`src/rtl/lfsr_pkg.sv`:
```
// Shared constants, FSM encoding and tap table for the lfsr_rng draw engine.
package lfsr_pkg;

  // Supported LFSR lengths.
  localparam int unsigned LFSR_MIN_WIDTH = 3;
  localparam int unsigned LFSR_MAX_WIDTH = 16;

  // Draw engine FSM encoding.
  typedef enum logic {
    ST_IDLE = 1'b0,
    ST_DRAW = 1'b1
  } rng_state_e;

  // XAPP052 maximal-length taps; bit k-1 of the mask is tap k.
  function automatic logic [15:0] lfsr_taps(input int unsigned width);
    logic [15:0] mask;
    mask = 16'h0000;
    case (width)
      3:  mask = 16'h0006; // 3,2
      4:  mask = 16'h000C; // 4,3
      5:  mask = 16'h0014; // 5,3
      6:  mask = 16'h0030; // 6,5
      7:  mask = 16'h0060; // 7,6
      8:  mask = 16'h00B8; // 8,6,5,4
      9:  mask = 16'h0110; // 9,5
      10: mask = 16'h0240; // 10,7
      11: mask = 16'h0500; // 11,9
      12: mask = 16'h0829; // 12,6,4,1
      13: mask = 16'h100D; // 13,4,3,1
      14: mask = 16'h2015; // 14,5,3,1
      15: mask = 16'h6000; // 15,14
      16: mask = 16'hD008; // 16,15,13,4
      default: mask = 16'h0000;
    endcase
    return mask;
  endfunction

endpackage

```
`src/rtl/lfsr_core.sv`:
```
// Seedable XNOR Fibonacci LFSR. Never holds the all-ones lock-up state:
// an all-ones load value is replaced by SEED. Priority: rst > load > step.
module lfsr_core
  import lfsr_pkg::*;
#(
  parameter int unsigned      WIDTH = 16,
  parameter logic [WIDTH-1:0] SEED  = WIDTH'(16'h5555)
) (
  input  logic             clk,
  input  logic             rst,
  input  logic             step,
  input  logic             load,
  input  logic [WIDTH-1:0] load_value,
  output logic [WIDTH-1:0] state
);

  localparam logic [WIDTH-1:0] TAP_MASK = WIDTH'(lfsr_taps(WIDTH));

  logic             fb;
  logic [WIDTH-1:0] load_safe;

  // XNOR feedback keeps all-zeros legal and makes all-ones the lock-up state.
  assign fb        = ~^(state & TAP_MASK);
  assign load_safe = (&load_value) ? SEED : load_value;

  // LFSR register: reset, seed load, or one shift step.
  always_ff @(posedge clk) begin
    if (rst) begin
      state <= SEED;
    end else if (load) begin
      state <= load_safe;
    end else if (step) begin
      state <= {state[WIDTH-2:0], fb};
    end
  end

endmodule

```
`src/rtl/lfsr_rng.sv`:
```
// Bounded-range random draw engine around lfsr_core. Draws a value in
// [0, limit) by rejection sampling, giving up after MAX_TRIES candidates.
//
// Handshake: req is accepted on any edge where busy=0 (FSM in IDLE); limit is
// captured at that edge. busy is high for the whole DRAW phase and mirrors the
// FSM state. done is a one-cycle pulse in the first IDLE cycle after the draw;
// value/fallback are valid with done and held until the next done. A req seen
// while busy is dropped, not queued. seed_load during DRAW aborts silently.
module lfsr_rng
  import lfsr_pkg::*;
#(
  parameter int unsigned      WIDTH     = 16,
  parameter int unsigned      OUT_BITS  = 4,
  parameter logic [WIDTH-1:0] SEED      = WIDTH'(16'h5555),
  parameter int unsigned      MAX_TRIES = 8
) (
  input  logic                clk,
  input  logic                rst,
  input  logic                free_run,
  input  logic                seed_load,
  input  logic [WIDTH-1:0]    seed_value,
  input  logic                req,
  input  logic [OUT_BITS-1:0] limit,
  output logic                busy,
  output logic                done,
  output logic [OUT_BITS-1:0] value,
  output logic                fallback,
  output logic [WIDTH-1:0]    lfsr_state
);

  localparam logic [7:0] MAX_T = 8'(MAX_TRIES);

  rng_state_e          state_q, state_d;
  logic [OUT_BITS-1:0] lim_q;
  logic [7:0]          tries_q;
  logic [7:0]          tries_inc;
  logic [OUT_BITS-1:0] cand;
  logic                accept;
  logic                last_try;
  logic                step;
  logic                finish_ok;
  logic                finish_fb;

  // Candidate comes from the register before this edge's step.
  assign cand      = lfsr_state[OUT_BITS-1:0];
  assign accept    = (lim_q == '0) || (cand < lim_q);
  assign tries_inc = (tries_q == 8'hFF) ? 8'hFF : tries_q + 8'd1;
  assign last_try  = (tries_inc >= MAX_T);
  assign busy      = (state_q == ST_DRAW);
  assign step      = (state_q == ST_DRAW) || free_run;

  lfsr_core #(
    .WIDTH (WIDTH),
    .SEED  (SEED)
  ) u_core (
    .clk        (clk),
    .rst        (rst),
    .step       (step),
    .load       (seed_load),
    .load_value (seed_value),
    .state      (lfsr_state)
  );

  // FSM state register.
  always_ff @(posedge clk) begin
    if (rst) begin
      state_q <= ST_IDLE;
    end else begin
      state_q <= state_d;
    end
  end

  // Next-state logic and draw completion decode.
  always_comb begin
    state_d   = state_q;
    finish_ok = 1'b0;
    finish_fb = 1'b0;
    case (state_q)
      ST_IDLE: begin
        if (req) state_d = ST_DRAW;
      end
      ST_DRAW: begin
        if (seed_load) begin
          state_d = ST_IDLE;
        end else if (accept) begin
          state_d   = ST_IDLE;
          finish_ok = 1'b1;
        end else if (last_try) begin
          state_d   = ST_IDLE;
          finish_fb = 1'b1;
        end
      end
      default: state_d = ST_IDLE;
    endcase
  end

  // Request capture, try counter and result registers.
  always_ff @(posedge clk) begin
    if (rst) begin
      lim_q    <= '0;
      tries_q  <= 8'd0;
      done     <= 1'b0;
      value    <= '0;
      fallback <= 1'b0;
    end else begin
      done <= finish_ok | finish_fb;
      if (state_q == ST_IDLE && req) begin
        lim_q   <= limit;
        tries_q <= 8'd0;
      end else if (state_q == ST_DRAW) begin
        tries_q <= tries_inc;
      end
      if (finish_ok) begin
        value    <= cand;
        fallback <= 1'b0;
      end else if (finish_fb) begin
        value    <= '0;
        fallback <= 1'b1;
      end
    end
  end

endmodule

```
`config.mk`:
```
export PLATFORM = sky130hd
export DESIGN_NAME = lfsr_rng
export DESIGN_NICKNAME = d
export VERILOG_FILES = /design/src/rtl/lfsr_pkg.sv /design/src/rtl/lfsr_core.sv /design/src/rtl/lfsr_rng.sv
export SDC_FILE = /design/constraint.sdc
export NUM_CORES = 1
export LEC_CHECK = 0
export CORE_MARGIN = 2
export CORE_UTILIZATION = 30
export CTS_CLUSTER_SIZE = 12
export DETAILED_ROUTE_END_ITERATION = 8
export GPL_TIMING_DRIVEN = 0
export SLEW_MARGIN = 20
export SYNTH_ARGS = -nofsm -noshare
export SYNTH_HDL_FRONTEND = slang
export SYNTH_SLANG_ARGS = --single-unit
```
`constraint.sdc`:
```
create_clock -name clk -period 2.66 [get_ports clk]
set_input_delay 0.798 -clock clk [delete_from_list [all_inputs] [get_ports clk]]
set_output_delay 0.798 -clock clk [all_outputs]
set_load 0.02 [all_outputs]
```
==> flow_metrics.py, run 1 <==
metrics = {
    "detailed_routing": {
        "ant_nets": 0,
        "wl_per_cell_um": 13.3,
        "avgViaCountPerCell": 4.87,
        "drt_first_pass_iters": 4,
        "drt-total-wl_um": 4740,
        "vias": 1734,
        "dr.first_iter.drc_count": 79,
        "drc": 0,
    },
    "power": {
        "total_leakage_power_nw": 0.937,
        "power_mw": 1.38,
        "p_per_area_nw_per_um2": 558,
        "vdd_drop_max_v": 0.000200,
    },
    "hold_path": {
        "min_path_type": "reg -> reg",
    },
    "yosys": {
        "ys_seq_area_share_pct": 39.1,
        "synth_seq_cells": 35,
        "synthesis.area_um2": 1790,
        "syn_avg_cell_area_um2": 7.90,
        "synthFlopType": "dfxtp_1",
        "ys_types": 40,
        "synth_edf_count": 0,
        "ys_warn_count": 0,
        "async_reset_ff_share_pct": 0,
        "synth_cells": 227,
        "syn-num-nets": 256,
    },
    "final_layout": {
        "syn2layout_area_growth_pct": 37.4,
        "mostFrequentLayoutCell": "clkdlybuf4s50_1",
        "finish.utilization_pct": 42.2,
        "layout-drive-gt1-share_pct": 6.05,
        "antenna_cells": 0,
        "layout.nets": 309,
        "final_cell_mix": "clkdlybuf4s50_1, nor2_1, dfxtp_1, nand2_1, a21oi_1",
        "fillers": 607,
    },
    "critical_path": {
        "r2r_cells": 5,
        "crit_end": "u_core.state[0]",
        "crit_fanout": 10,
        "r2r-start": "tries_q[0]",
        "cp-start-kind": "primary input",
        "cp-end-kind": "flop",
        "worstPathRequired_ns": 2.82,
        "regToRegSetupSlack_ns": 0.75,
        "crit-reg2reg-capture": "value[0]",
        "cp_data_arrival_time_ns": 2.48,
        "worstSetupPathType": "in -> reg",
        "worstSetupStartpoint": "free_run",
    },
    "timing": {
        "max_slew.worst_pin.slew_ns": 0.697,
        "timing.final.ws_setup_ns": 0.333,
        "fmax_mhz": 430,
        "slew_headroom_pct": 53.6,
        "finalCriticalPeriod_ns": 2.33,
        "clock_skew_ns": 0.00939,
        "hold_violations": 0,
        "finalSetupViolCount": 0,
        "rsz0062_at_grt": "false",
        "final_max_slew_viol_count": 0,
        "final.setup.tns_ns": 0,
        "finalCritPeriodShare_pct": 87.5,
    },
    "clock_network": {
        "cts-root-buf": "clkbuf_8",
        "clockBufferDepth": 2,
        "cts.sinks": 35,
        "cts_tree": "built",
        "cts_setup_buffers": 0,
        "clock_latency_ns": 0.28,
        "ctsResizeCount": 0,
        "numCtsBuffers": 5,
        "cts_hold_buf": 0,
        "h-tree-depth": 2,
        "clk_pin_slew_worst_paths_ns": 0.07,
    },
    "global_routing": {
        "grt_max_degree": 12,
        "grt_overflow": 0,
        "grt_use_total_pct": 15.7,
        "grt_pass1_vias": 1672,
        "antenna_found_initial": 0,
        "grt_pass1_wl_um": 7960,
    },
    "floorplanning": {
        "io-pin-count": 48,
        "die_area_um2": 6620,
        "die_w_um": 81.3,
        "core_region_area_um2": 5850,
        "initial_core_util_pct": 30.7,
        "row_count": 28,
        "die_y_um": 81.3,
    },
    "flow_run": {
        "cap_violations": 0,
    },
    "placement": {
        "place_congestion": 0.795,
        "port_buffers": 46,
        "preCtsSetupSlack_ns": 0.0270,
        "post-dp-hpwl_um": 3430,
    },
    "status": {
        "status": "finished, final reports clean",
    },
}
## kinds of logic after synthesis
family	after synthesis	share of synthesized area [%]
fa+ha+maj	4	2.79
buf+inv	18	4.18
compound gates	48	18.2
flops	35	39.1
mux	9	5.02
simple gates	109	28.8
xor+xnor	4	1.95
## per-layer routing
layer  vias up  track usage (%)  part of all wire [%]
met4         0             4.58                   1.0
met5         -                0                     0
met3         5             4.00                   5.9
met2        53             25.9                    45
met1       773             20.1                    48
li1        903                -                     -
## critical path, cell delays in order
cell and delay (ns):
clkdlybuf4s50_1 0.50, or2_2 0.11, clkbuf_1 0.31, clkbuf_1 0.43, a21oi_1 0.12, mux2i_1 0.14, nand2_1 0.06
## final cells by class
type | count | area [µm²] | share of cell area (%)
inverter | 5 | 18.8 | 0.761
clock buffer | 6 | 82.6 | 3.35
tap | 75 | 93.8 | 3.81
buffer | 13 | 56.3 | 2.28
timing repair buffer | 46 | 460 | 18.7
multi-input combinational | 174 | 1020 | 41.3
clock inverter | 2 | 35.0 | 1.42
sequential | 35 | 701 | 28.4
## metrics by stage
| stage | instance area [µm²] | std cells | hold slack (ns) |
|---|---|---|---|
| 2_1_floorplan | 1790 | 227 | 0.475 |
| 3_3_place_gp | 2350 | 348 | 0.504 |
| 3_5_place_dp | 2350 | 348 | 0.513 |
| 4_1_cts | 2470 | 356 | 0.530 |
| 5_1_grt | 2470 | 356 | 0.558 |
| 6_report | 2470 | 356 | 0.531 |
## power breakdown
part | total [mW] | leakage (nW) | internal, mW | switching (mW)
logic | 0.291 | 0.588 | 0.143 | 0.148
clock network | 0.498 | 0.0612 | 0.303 | 0.195
registers | 0.587 | 0.288 | 0.555 | 0.0321
total | 1.38 | 0.937 | 1.00 | 0.376
## synth_stat cells (2+ instances only)
library cell / instances / area, µm²
mux2i_1: 9 / 90.1
a31oi_1: 3 / 18.8
a211oi_1: 3 / 22.5
dfxtp_1: 35 / 701
ha_1: 4 / 50.1
a21oi_1: 24 / 120
xnor2_1: 3 / 26.3
nor3_1: 2 / 10.0
clkbuf_1: 11 / 41.3
and3_1: 2 / 12.5
nand3_1: 5 / 25.0
o21ai_0: 4 / 20.0
nand2_1: 30 / 113
inv_1: 5 / 18.8
a311o_1: 3 / 30.0
or2_2: 2 / 12.5
nor4b_1: 3 / 26.3
a21o_1: 2 / 15.0
nor2_1: 45 / 169
nand4_1: 6 / 37.5
nor2b_1: 3 / 18.8
and4_1: 3 / 26.3
a311oi_1: 3 / 26.3
## registers in the layout (all words and copies together), names as in the netlist
signal        flops
busy              1
tries_q           8
fallback          1
value             4
lim_q             4
done              1
u_core.state     16
## worst min-delay path by stage
stage	startpoint	endpoint	slack [ns]	cells past startpoint
finish	value[1]	value[1]	0.53	1
global route	value[1]	value[1]	0.56	1
CTS	tries_q[3]	tries_q[3]	0.53	2
detailed placement	value[1]	value[1]	0.51	1
global placement	lim_q[0]	lim_q[0]	0.50	2
floorplan	lim_q[0]	lim_q[0]	0.48	2
Note: power is estimated with default switching activity, not from simulation.
==> run 2, diff against run 1 <==
--- a/config.mk
+++ b/config.mk
@@ -5,6 +5,7 @@
 export SDC_FILE = /design/constraint.sdc
 export NUM_CORES = 1
 export LEC_CHECK = 0
+export ABC_AREA = 1
 export CORE_MARGIN = 2
 export CORE_UTILIZATION = 30
 export CTS_CLUSTER_SIZE = 12
==> run 2 against run 1 <==
Area after synthesis fell by 0.21%. Total power about the same. Critical path type is now reg -> out. Worst setup slack better by 0.077 ns. Combinational power down 3%. Sequential share of layout area grew 0.16 points. Utilization decreased by 0.24 points. Sequential power rose by 1%. Critical endpoint is now lfsr_state[3]. Register-to-register slack improved by 0.21 ns.
==> flow_metrics.py, run 2 <==
metrics = {
    "final_layout": {
        "syn2layout_area_growth_pct": 37.0,
        "mostFrequentLayoutCell": "clkdlybuf4s50_1",
        "largest_reg_flops": 16,
        "top_regs": "u_core.state: 16 flops, tries_q: 8 flops",
        "final_cell_mix": "clkdlybuf4s50_1, nand2_1, dfxtp_1, inv_1, nand3_1",
        "layout-drive-gt1-share_pct": 12.0,
        "antenna_cells": 0,
        "fillers": 611,
        "layout.nets": 319,
        "top_register": "u_core.state",
    },
    "placement": {
        "preCtsSetupSlack_ns": 0.252,
        "post-dp-hpwl_um": 3530,
        "port_buffers": 45,
        "place_congestion": 0.870,
    },
    "status": {
        "status": "finished, final reports clean",
    },
    "clock_network": {
        "cts-root-buf": "clkbuf_8",
        "cts_tree": "built",
        "clockBufferDepth": 2,
        "cts.sinks": 35,
        "ctsResizeCount": 0,
        "numCtsBuffers": 5,
        "h-tree-depth": 2,
        "cts_hold_buf": 0,
        "cts_setup_buffers": 0,
        "clk_pin_slew_worst_paths_ns": 0.07,
        "clock_latency_ns": 0.29,
    },
    "critical_path": {
        "crit_fanout": 6,
        "worstSetupStartpoint": "u_core.state[3]",
        "worstPathRequired_ns": 1.86,
        "path_delay_family": "buffers and inverters",
        "cpPeakStageDelay_ns": 0.68,
        "crit_buf_inv": 1,
        "cp-end-kind": "primary output",
        "cp_data_arrival_time_ns": 1.45,
        "cp-start-kind": "flop",
        "crit-reg2reg-capture": "value[0]",
        "crit_chain": "clkdlybuf4s50_1",
        "r2r_cells": 7,
        "worstSetupPathType": "reg -> out",
        "r2r-start": "u_core.state[3]",
        "cp_slowest_cell": "clkdlybuf4s50_1",
        "regToRegSetupSlack_ns": 0.96,
    },
    "yosys": {
        "synth_edf_count": 0,
        "ys_types": 29,
        "async_reset_ff_share_pct": 0,
        "synth_seq_cells": 35,
        "synthesis.area_um2": 1790,
        "yosys-top-cells-area": "dfxtp_1, nand2_1, nand3_1, nand4_1, a21oi_1",
        "syn_avg_cell_area_um2": 7.52,
        "ys_warn_count": 0,
        "yosys-top-cells-count": "nand2_1, dfxtp_1, inv_1",
        "syn-num-nets": 267,
        "synth_most_common_cell": "nand2_1",
        "synth_cells": 238,
        "synth_top_area_cell": "dfxtp_1",
        "ys_seq_area_share_pct": 39.1,
        "yosys.area.top_type_share_pct": 39.1,
        "synthFlopType": "dfxtp_1",
    },
    "floorplanning": {
        "die_y_um": 81.3,
        "row_count": 28,
        "io-pin-count": 48,
        "initial_core_util_pct": 30.6,
        "die_area_um2": 6600,
        "core_region_area_um2": 5850,
        "die_w_um": 81.3,
    },
    "power": {
        "p_per_area_nw_per_um2": 561,
        "vdd_drop_max_v": 0.000271,
        "total_leakage_power_nw": 1.00,
    },
    "timing": {
        "rsz0062_at_grt": "false",
        "fmax_mhz": 444,
        "slew_headroom_pct": 67.5,
        "finalCritPeriodShare_pct": 84.6,
        "clock_skew_ns": 0.00681,
        "hold_violations": 0,
        "max_slew.worst_pin.slew_ns": 0.487,
        "timing.final.ws_setup_ns": 0.410,
        "finalSetupViolCount": 0,
        "final.setup.tns_ns": 0,
        "finalCriticalPeriod_ns": 2.25,
        "final_max_slew_viol_count": 0,
    },
    "detailed_routing": {
        "drt-total-wl_um": 4650,
        "wl_per_cell_um": 12.7,
        "drc": 0,
        "vias": 1812,
        "avgViaCountPerCell": 4.95,
        "drt_first_pass_iters": 4,
        "dr.first_iter.drc_count": 94,
        "ant_nets": 0,
    },
    "global_routing": {
        "grt_overflow": 0,
        "antenna_found_initial": 0,
        "grt_max_degree": 12,
        "grt_use_total_pct": 15.2,
        "grt_pass1_wl_um": 7690,
        "grt_pass1_vias": 1682,
    },
    "hold_path": {
        "hp-start": "fallback",
        "hold_depth": 2,
        "whs_endpoint": "fallback",
        "min_path_type": "reg -> reg",
    },
    "flow_run": {
        "cap_violations": 0,
    },
}
==> run 2: how the worst max path moves through the flow <==
stage                                 end  slack, ns  cells after the start
final                       lfsr_state[3]       0.41                      1
after global routing        lfsr_state[3]       0.34                      1
after CTS                   lfsr_state[3]       0.39                      1
after detailed placement  u_core.state[3]       0.25                      8
after global placement    u_core.state[3]       0.22                      8
after floorplan           u_core.state[3]       0.94                      7
==> run 2: cell type report <==
cell class / count / area, µm² / share of cell area (%)
Buffer: 9 / 47.5 / 1.94
Inverter: 28 / 105 / 4.29
Clock buffer: 6 / 82.6 / 3.37
Multi-Input combinational cell: 166 / 937 / 38.2
Clock inverter: 2 / 35.0 / 1.43
Timing Repair Buffer: 45 / 450 / 18.4
Tap cell: 75 / 93.8 / 3.83
Sequential cell: 35 / 701 / 28.6
==> run 2: where the power goes <==
| part | switching [mW] | internal [mW] | leakage, nW |
|---|---|---|---|
| registers | 0.0343 | 0.561 | 0.289 |
| logic | 0.152 | 0.130 | 0.650 |
| clock network | 0.195 | 0.303 | 0.0612 |
| total | 0.381 | 0.994 | 1.00 |
==> run 2: cell families after synthesis <==
| family | share of synthesized area, % |
|---|---|
| simple gates | 30.5 |
| compound gates | 16.6 |
| buf+inv | 8.53 |
| flops | 39.1 |
| xor+xnor | 2.45 |
| fa+ha+maj | 2.80 |
==> run 2: tightest hold or removal path: stages, from the launching register on <==
cell     delay (ns)
dfxtp_1        0.31
inv_1          0.05
a21oi_1        0.06
==> run 2: metrics by stage <==
| step | hold slack [ns] | cells | utilization (%) | power, mW | cell area (µm²) |
|---|---|---|---|---|---|
| after floorplan | 0.444 | 238 | - | 0.763 | 1790 |
| after global placement | 0.443 | 358 | 39.9 | 0.890 | 2330 |
| after detailed placement | 0.446 | 358 | 39.9 | 0.892 | 2330 |
| after CTS | 0.463 | 366 | 41.9 | 1.39 | 2450 |
| after global routing | 0.497 | 366 | 41.9 | 1.45 | 2450 |
| final | 0.463 | 366 | 41.9 | 1.38 | 2450 |
==> run 2: metal layers <==
layer | global-route usage, % | up-vias | wire [µm]
met5 | 0 | - | 0
met4 | 4.07 | 0 | 49
met3 | 4.44 | 6 | 242
met2 | 26.5 | 51 | 2210
met1 | 18.1 | 830 | 2150
li1 | - | 925 | -
==> run 3, diff against run 2 <==
==> constraint.sdc (replaced) <==
create_clock -name clk -period 2.3 [get_ports clk]
set_input_delay 0.69 -clock clk [delete_from_list [all_inputs] [get_ports clk]]
set_output_delay 0.69 -clock clk [all_outputs]
set_load 0.02 [all_outputs]
==> results of run 3 <==
Same layout as run 2 (identical final DEF). Status: finished, final reports clean.
Among the figures that moved: setup slack after placement 0.252 ns -> 0.000143 ns; setup slack after layout 0.410 ns -> 0.158 ns; register-to-register setup slack 0.96 ns -> 0.60 ns; total power 1.38 mW -> 1.59 mW; worst IR drop on VDD 0.000271 V -> 0.000313 V
==> patch (config.mk and constraints of run 1) <==
`WIDTH` is set to 16 in 2 places; all go to 20.
--- a/src/rtl/lfsr_core.sv
+++ b/src/rtl/lfsr_core.sv
@@ -3,7 +3,7 @@
 module lfsr_core
   import lfsr_pkg::*;
 #(
-  parameter int unsigned      WIDTH = 16,
+  parameter int unsigned      WIDTH = 20,
   parameter logic [WIDTH-1:0] SEED  = WIDTH'(16'h5555)
 ) (
   input  logic             clk,
--- a/src/rtl/lfsr_rng.sv
+++ b/src/rtl/lfsr_rng.sv
@@ -9,7 +9,7 @@
 module lfsr_rng
   import lfsr_pkg::*;
 #(
-  parameter int unsigned      WIDTH     = 16,
+  parameter int unsigned      WIDTH     = 20,
   parameter int unsigned      OUT_BITS  = 4,
   parameter logic [WIDTH-1:0] SEED      = WIDTH'(16'h5555),
   parameter int unsigned      MAX_TRIES = 8
Ports: changed (resized lfsr_state and seed_value); port bits go from 48 to 56. The function was not compared with the original's and may differ.
==> patch against run 1 <==
- synthesized area increased by 9.4%
- maximum frequency shrank 1.8%
- final area is 9.8% higher
- core utilization rose by 0.51 points
- sequential cell count up 4
- global-route usage shrank 0.64 points
- register-to-register slack better by 0.05 ns
- wire length up 12%
- worst setup slack worse by 0.042 ns
- clock power shrank 13%
- power decreased by 0.27%
- worst hold slack lost 0.062 ns
- count of clock-buffer cells in the layout is the same
==> patch: results (changes against run 1) <==
[finish]
reg_top3=u_core.state: 20 flops, tries_q: 8 flops
layout.nets=345  ; +12%
fin_cells=390  ; +9.6%

[power]
pg_clk_mw=0.432  ; -13%
p_sw_mw=0.405  ; +7.9%
ir_drop_v=0.000235  ; +17%
p_leak_nw=1.03  ; +10%
power_frac_comb_pct=21.6  ; +0.5 points

[logic_synthesis]
yosys.area_share.xor_xnor_pct=0  ; -2.0 points
synth_compound_area_share_pct=21.8  ; +3.6 points
synth_adder_area_share_pct=2.55  ; -0.24 points
syn-num-nets=283  ; +11%
yosys.cell_types.count=49  ; +23%
yosysSeqAreaShare_pct=39.8  ; +0.72 points
synthMuxAreaShare_pct=5.10  ; +0.078 points
synthCells=250  ; +10%
netlist_top_cells_area=dfxtp_1, nor2_1, a21oi_1, nand2_1, mux2i_1

[hold_path]
hp-start=value[0]
whs_endpoint=value[0]
min_path_cells=2  ; +1

[global_route]
met2_usage_pct=23.8  ; -2.1 points
grt_pass1_vias=1754  ; +4.9%
grt_max_degree=14  ; +2
grt_use_met3_pct=3.31  ; -0.69 points
met1_usage_pct=20.3  ; +0.21 points
gr-usage-all-layers_pct=15.0  ; -0.64 points
grt_pass1_wl_um=8580  ; +7.7%

[setup_path]
reg2reg_to=value[1]
regToRegSetupSlack_ns=0.80  ; +0.05 ns
critPathArrivalTime_ns=2.54  ; +0.06 ns
crit_start=seed_value[18]
endpoint=u_core.state[18]

[detailed_routing]
wire_per_inst_um=13.6  ; +2.4%
drtIter0Drc=77  ; -2.5%
vias=1930  ; +11%

[status]
status=finished, final reports clean

[placed_design]
io_buffers=55  ; +20%
hpwl_um=3980  ; +16%
dp_cells=382  ; +9.8%
place.gp.congestion=0.778  ; -2.2%

[timing]
skew_ns=0.00972  ; +0.000335 ns
slew_headroom_pct=52.9  ; -0.63 points
hold_ws_ns=0.468  ; -0.0623 ns

[clocking]
clk_latency_ns=0.30  ; +0.02 ns

==> patch: cell types whose count changed after synthesis, moves of 4 or more <==
cell             run 1  this run
o31ai_1              0         4
nor2_1              45        49
dfxtp_1             35        39
nand2_1             30        36
clkbuf_1            11         7
a21oi_1             24        31
nand3_1              5         1
==> patch: metal layers <==
metal  vias up  part of all wire (%)
li1        997                     -
met1       881                    48
met2        47                    46
met3         5                   4.8
met4         0                   1.2
met5         -                     0
==> patch: through the flow <==
stage / util, % / setup WS (ns) / power [mW]
2_1_floorplan: - / 0.652 / 0.815
3_3_place_gp: 41.1 / -0.0165 / 0.954
3_5_place_dp: 41.1 / -0.0229 / 0.954
4_1_cts: 42.7 / 0.293 / 1.39
5_1_grt: 42.7 / 0.197 / 1.45
6_report: 42.7 / 0.291 / 1.37
==> patch: cell type report <==
class	count	area, µm²
fillers	643	3640
well taps	77	96.3
repair buffers	55	551
inverters	9	33.8
clock buffers	6	82.6
plain buffers	12	56.3
multi-input cells	190	1090
flip-flops and latches	39	781
clock inverters	2	16.3
